$ cat src/rtl/riscv_muldiv.sv
// riscv_muldiv -- iterative RV32M multiply/divide unit.
//
// One operation at a time. Multiplies use shift-add on operand magnitudes
// into a 2*DATA_W product. Divides use restoring division, one quotient
// bit per cycle. A final FIX cycle applies RISC-V sign rules.
// Normal latency: done is high DATA_W+2 cycles after the start cycle.
// Divide-by-zero and signed overflow skip CALC: done at start+2.
//
// Build option: define MULDIV_DIV_EN to include the divider.
// Without it, ops 4-7 finish at start+2 with result 0 and err=1.
//
// Handshake: a request is taken on a rising edge where
// start=1, busy=0 and flush=0. done is a one-cycle strobe.
// result, tag_out and err are valid while done=1, and hold otherwise.
// A start during the DONE cycle is accepted (back-to-back).
// flush aborts any operation and wins over a simultaneous start.
//
// Ports:
//   clk, reset (async, active-low)
//   start, op[2:0] (funct3), a, b, tag_in, flush  -- request
//   busy, done, result, tag_out, err              -- status/response
//   dbg_state[1:0]                                -- FSM state (IDLE/CALC/FIX/DONE)
module riscv_muldiv #(
   parameter int DATA_W = 32,
   parameter int TAG_W  = 5
) (
   input  logic              clk,
   input  logic              reset,
   input  logic              start,
   input  logic [2:0]        op,
   input  logic [DATA_W-1:0] a,
   input  logic [DATA_W-1:0] b,
   input  logic [TAG_W-1:0]  tag_in,
   input  logic              flush,
   output logic              busy,
   output logic              done,
   output logic [DATA_W-1:0] result,
   output logic [TAG_W-1:0]  tag_out,
   output logic              err,
   output logic [1:0]        dbg_state
);

   localparam logic [1:0] S_IDLE = 2'd0;
   localparam logic [1:0] S_CALC = 2'd1;
   localparam logic [1:0] S_FIX  = 2'd2;
   localparam logic [1:0] S_DONE = 2'd3;
   localparam int CNT_W = $clog2(DATA_W + 1);

   logic [1:0]          state;
   logic [CNT_W-1:0]    cnt;
   // Multiply: full product. Divide: {remainder, dividend/quotient}.
   logic [2*DATA_W-1:0] acc;
   logic [DATA_W-1:0]   ma_q, mb_q;
   logic [2:0]          op_q;
   logic [TAG_W-1:0]    tag_q;
   logic                neg_q;   // negate product / quotient
   logic                rneg_q;  // negate remainder
   logic                fast_q;  // acc low half already holds the result

   logic                accept;
   logic                a_sgn, b_sgn, a_neg, b_neg;
   logic [DATA_W-1:0]   a_mag, b_mag;
   logic                fast_start;
   logic [DATA_W-1:0]   fast_val;
   logic [DATA_W:0]     mul_sum;
   logic [2*DATA_W-1:0] mul_next;
   logic [2*DATA_W-1:0] mul_p;
   logic [DATA_W-1:0]   mul_res;
   logic [DATA_W-1:0]   fix_res;
   logic                fix_err;

   assign busy      = (state == S_CALC) || (state == S_FIX);
   assign done      = (state == S_DONE) && !flush;
   assign dbg_state = state;
   assign accept    = start && !busy && !flush;

   // Operand signedness: MUL/MULH/MULHSU treat a as signed, MUL/MULH treat
   // b as signed; DIV/REM treat both as signed.
   always_comb begin
      a_sgn = op[2] ? !op[0] : (op[1:0] != 2'b11);
      b_sgn = op[2] ? !op[0] : !op[1];
      a_neg = a_sgn && a[DATA_W-1];
      b_neg = b_sgn && b[DATA_W-1];
      a_mag = a_neg ? (~a + 1'b1) : a;
      b_mag = b_neg ? (~b + 1'b1) : b;
   end

   // Multiply step: add multiplicand when the low product bit is set,
   // then shift the whole product right by one.
   always_comb begin
      mul_sum  = {1'b0, acc[2*DATA_W-1:DATA_W]} + (acc[0] ? {1'b0, ma_q} : '0);
      mul_next = {mul_sum, acc[DATA_W-1:1]};
      mul_p    = neg_q ? (~acc + 1'b1) : acc;
      mul_res  = (op_q[1:0] == 2'b00) ? mul_p[DATA_W-1:0] : mul_p[2*DATA_W-1:DATA_W];
   end

`ifdef MULDIV_DIV_EN
   localparam logic [DATA_W-1:0] MOST_NEG = {1'b1, {(DATA_W-1){1'b0}}};
   logic                div0, ovf;
   logic [DATA_W:0]     div_trial;
   logic [2*DATA_W-1:0] div_next;
   logic [DATA_W-1:0]   quo_fix, rem_fix;

   always_comb begin
      div0       = (b == '0);
      ovf        = !op[0] && (a == MOST_NEG) && (b == '1);
      fast_start = op[2] && (div0 || ovf);
      if (div0) fast_val = op[1] ? a : '1;
      else      fast_val = op[1] ? '0 : a;
   end

   // Restoring step: trial-subtract the divisor from the shifted partial
   // remainder; keep the difference and shift in a 1 when it did not borrow.
   always_comb begin
      div_trial = {acc[2*DATA_W-1:DATA_W], acc[DATA_W-1]} - {1'b0, mb_q};
      if (!div_trial[DATA_W])
         div_next = {div_trial[DATA_W-1:0], acc[DATA_W-2:0], 1'b1};
      else
         div_next = {acc[2*DATA_W-2:0], 1'b0};
      quo_fix = neg_q  ? (~acc[DATA_W-1:0] + 1'b1) : acc[DATA_W-1:0];
      rem_fix = rneg_q ? (~acc[2*DATA_W-1:DATA_W] + 1'b1) : acc[2*DATA_W-1:DATA_W];
   end

   always_comb begin
      fix_err = 1'b0;
      if (fast_q)       fix_res = acc[DATA_W-1:0];
      else if (op_q[2]) fix_res = op_q[1] ? rem_fix : quo_fix;
      else              fix_res = mul_res;
   end
`else
   // No divider: every divide op goes straight to FIX and reports err.
   always_comb begin
      fast_start = op[2];
      fast_val   = '0;
      fix_err    = op_q[2];
      fix_res    = fast_q ? acc[DATA_W-1:0] : mul_res;
   end
`endif

   always_ff @(posedge clk or negedge reset) begin
      if (!reset) begin
         state   <= S_IDLE;
         cnt     <= '0;
         acc     <= '0;
         ma_q    <= '0;
         mb_q    <= '0;
         op_q    <= '0;
         tag_q   <= '0;
         neg_q   <= 1'b0;
         rneg_q  <= 1'b0;
         fast_q  <= 1'b0;
         result  <= '0;
         tag_out <= '0;
         err     <= 1'b0;
      end else if (flush) begin
         state <= S_IDLE;
         cnt   <= '0;
      end else begin
         case (state)
            S_IDLE, S_DONE: begin
               if (start) begin
                  op_q   <= op;
                  tag_q  <= tag_in;
                  ma_q   <= a_mag;
                  mb_q   <= b_mag;
                  neg_q  <= a_neg ^ b_neg;
                  rneg_q <= a_neg;
                  fast_q <= fast_start;
                  cnt    <= '0;
                  if (fast_start)
                     acc <= {{DATA_W{1'b0}}, fast_val};
                  else
                     acc <= {{DATA_W{1'b0}}, (op[2] ? a_mag : b_mag)};
                  state <= fast_start ? S_FIX : S_CALC;
               end else begin
                  state <= S_IDLE;
               end
            end
            S_CALC: begin
`ifdef MULDIV_DIV_EN
               acc <= op_q[2] ? div_next : mul_next;
`else
               acc <= mul_next;
`endif
               cnt <= cnt + 1'b1;
               if (cnt == CNT_W'(DATA_W - 1)) state <= S_FIX;
            end
            default: begin // S_FIX
               result  <= fix_res;
               err     <= fix_err;
               tag_out <= tag_q;
               state   <= S_DONE;
            end
         endcase
      end
   end

   // accept is the documented take condition; the case above reaches the
   // same decision through state and flush.
   logic unused_ok;
   assign unused_ok = accept;

endmodule
$ cat config.mk
export PLATFORM = sky130hd
export DESIGN_NAME = riscv_muldiv
export DESIGN_NICKNAME = d
export VERILOG_FILES = /design/src/rtl/riscv_muldiv.sv
export SDC_FILE = /design/constraint.sdc
export NUM_CORES = 1
export LEC_CHECK = 0
export ABC_AREA = 1
export BUFFER_PORTS_ARGS = -buffer_cell sky130_fd_sc_hd__buf_2
export CAP_MARGIN = 10
export CELL_PAD_IN_SITES_DETAIL_PLACEMENT = 1
export CELL_PAD_IN_SITES_GLOBAL_PLACEMENT = 1
export CORE_MARGIN = 3
export CORE_UTILIZATION = 46
export DETAILED_ROUTE_END_ITERATION = 16
export MAX_ROUTING_LAYER = met4
export PLACE_DENSITY_LB_ADDON = 0.1
export SLEW_MARGIN = 20
export SYNTH_ARGS = -nofsm -noshare
export SYNTH_HDL_FRONTEND = slang
export SYNTH_SLANG_ARGS = --single-unit
$ cat constraint.sdc
create_clock -name clk -period 6.8 [get_ports clk]
set_input_delay 1.36 -clock clk [delete_from_list [all_inputs] [get_ports clk]]
set_output_delay 1.36 -clock clk [all_outputs]
set_load 0.005 [all_outputs]
==> results.ini <==
[sta]
setup_tns_ns = 0
grt_setup_unrepaired = no
setup_viol = 0
hold_violations = 0
hold_ws_ns = 0.4693
max_freq_ghz = 0.2421
period_share_pct = 60.75
slew_headroom_pct = 32.18
worst_pin_slew_ns = 1.016
final_max_slew_viol_count = 0
skew_ns = 0.02044
period_needed_ns = 4.131

[hold_path]
worstHoldPathCells = 2
hold_start = result[30]
min_to = result[30]
min_path_type = reg -> reg

[setup_path]
arrival_ns = 4.48
r2r_end = acc[37]
end_kind = register
critPathMaxFanout = 47
reg2reg_depth = 10
path_class = in -> reg
rr_startpoint = dbg_state[0]
startpoint_type = input pin
worstPathRequired_ns = 7.15
r2r_slack_ns = 2.76

[finish]
drive_above_1_share_pct = 10.55
multi_input_area_um2 = 7904
seq_area_um2 = 3780
fin_nets = 2292
antenna_cells = 0
fillers = 3856
area_delta_synth_final_pct = 11.17

[synthesis]
synth_area_um2 = 12830
syn_nets = 2209
yosys.area.top_type_share_pct = 29.45
ys_dominant_reg_cell = dfrtp_1
synth-seq-cells = 151
synthCells = 2093
synth-seq-area-share_pct = 29.45
synthTopCellsByArea = dfrtp_1 (29%), nand2_1 (20%), nor2_1 (7.6%)
synthDistinctLibCells = 54
ys_warn_count = 0
synth_enable_flop_cells = 0
yosys.area.top_type = dfrtp_1
async_flop_share_pct = 100.0
synth.avg_cell_area_um2 = 6.130

[clock_network]
hold_buffers = 0
postCtsSetupRepairBufs = 0
h-tree-depth = 4
cts_buffer_depth = 2
cts.clk_slew.worst_paths_ns = 0.07
cts-buffers-inserted = 17
clkSinkCount = 151
ctsRootBufferMaster = clkbuf_16
ctsResizeCount = 0
clkLatencyLatePin_ns = 0.44
tritoncts = yes

[global_routing]
gr-total-overflow = 0
grtUsageTotal_pct = 35.25
antenna_found_initial = 0
grt_pass1_wl_um = 82700
grt_max_degree = 77
grt_pass1_vias = 14869

[power_and_ir_drop]
worst_ir_drop_vdd_uv = 209.1
p_leak_nw = 7.547
power_density_nw_per_um2 = 436.9

[die]
pin_count = 118
die_h_um = 173.0
core_area_um2 = 27180
die-area_um2 = 29930
rows = 60
die_w_um = 173.0
initial_utilization_pct = 47.21

[job]
cap_violations = 0

[placement]
hpwl_um = 40380
routabilityCongestion = 1.003
io_buffers = 117

[route]
routedWlPerCell_um = 20.30
drc = 0
ant_nets = 0
dr_total_vias = 14953
vias_per_cell = 5.839
wl_um = 51980
drt_iter0_drc = 1380
first_pass_iters = 6

[outcome]
status = completed

==> critical path, stage by stage <==
cell and delay (ns):
buf_2 0.09, nand2_1 0.09, inv_2 0.07, o21ai_1 0.06, buf_4 0.24, inv_2 0.67
nand2_2 0.70, inv_2 0.76, o21ai_0 0.21, o21ai_0 0.21
==> per-stage QoR <==
| stage | total power [mW] | instance area [um2] | setup slack, ns | util, % | std cells |
|---|---|---|---|---|---|
| 6_report | 6.232 | 14260 | 2.669 | 52.49 | 2561 |
| 5_1_grt | 6.696 | 14260 | 2.430 | 52.49 | 2561 |
| 4_1_cts | 6.142 | 14260 | 2.755 | 52.49 | 2561 |
| 3_5_place_dp | 5.108 | 13680 | 2.321 | 50.33 | 2529 |
| 3_3_place_gp | 4.969 | 13680 | 2.473 | 50.33 | 2529 |
| 2_1_floorplan | 3.894 | 12830 | 3.974 | - | 2093 |
==> report_power, final <==
part | internal [mW] | leakage [nW] | switching (mW)
logic | 1.10 | 5.30 | 2.56
clock network | 0.536 | 0.289 | 0.465
registers | 1.23 | 1.96 | 0.338
total | 2.87 | 7.55 | 3.36
==> worst max path at each step <==
stage	start	slack, ns	depth (start not counted)	to
floorplan	flush	3.97	1	done
global placement	start	2.47	10	acc[37]
detailed placement	flush	2.32	9	acc[37]
CTS	flush	2.76	9	acc[37]
global route	start	2.43	10	acc[37]
finish	start	2.67	10	acc[37]
==> Yosys cell counts, types with 5 or more instances <==
| cell type | number |
|---|---|
| nand2_1 | 683 |
| nor2_1 | 261 |
| inv_1 | 207 |
| nand3_1 | 191 |
| dfrtp_1 | 151 |
| a21oi_1 | 120 |
| o21ai_0 | 112 |
| ha_1 | 39 |
| buf_2 | 28 |
| clkbuf_1 | 25 |
| nand4_1 | 25 |
| nor3_1 | 23 |
| o21ai_1 | 22 |
| o22ai_1 | 19 |
| xor2_1 | 19 |
| inv_2 | 17 |
| nand2_2 | 17 |
| o221ai_1 | 16 |
| nand3b_1 | 12 |
| nor2_2 | 11 |
| o21bai_1 | 10 |
| a21o_1 | 6 |
| a31oi_1 | 6 |
| buf_1 | 6 |
| nand2_4 | 6 |
| nor2_4 | 5 |
| o31ai_1 | 5 |
| xnor2_1 | 5 |
==> layer usage <==
| layer | routed length (um) | track usage [%] | vias up |
|---|---|---|---|
| li1 | - | - | 6969 |
| met1 | 24110 | 50.35 | 7302 |
| met2 | 23000 | 53.29 | 606 |
| met3 | 3758 | 4.370 | 76 |
| met4 | 1111 | 8.750 | 0 |
| met5 | 0 | - | - |
==> final cells by class <==
class	count	share of cell area (%)
inverter	229	6.035
timing repair buffer	127	4.675
multi-input combinational	1650	55.41
tap	372	3.263
sequential	151	26.50
clock inverter	13	0.9473
clock buffer	19	3.175
==> flip-flops by register name, summed over array words and instances, names as in the netlist, 2 cells and up <==
register	flops
tag_out	5
acc	64
ma_q	32
dbg_state	2
cnt	6
op_q	3
tag_q	5
result	32
==> cell families (layout without fill, tap and decap cells) <==
logic type      Yosys count  in the layout  share of synthesized area [%]
compound gates          333            333                          14.61
xor+xnor                 24             24                          1.638
fa+ha+maj                40             40                          3.959
buf+inv                 292            388                          8.971
flops                   151            151                          29.45
simple gates           1253           1253                          41.37
==> cells in the final DEF, fill, tap and decap left out, drive strengths merged <==
cell type	count
o21ai	138
clkbuf	19
o31ai	5
and3	2
nand3	194
nand2	706
o311ai	1
o211ai	3
dfrtp	151
o21bai	10
nor2	278
xor2	19
a211oi	1
nor4	2
bufinv	1
nor3	24
nand4	25
a21oi	120
a22o	1
nand3b	12
o21a	1
and2	4
a32o	1
a21boi	2
a31o	2
nor3b	1
o41ai	1
or2	5
buf	127
fa	1
ha	39
o221ai	16
xnor2	5
clkinv	10
inv	230
o22ai	19
a31oi	6
clkinvlp	1
a21o	6
(Power assumes the default switching activity.)
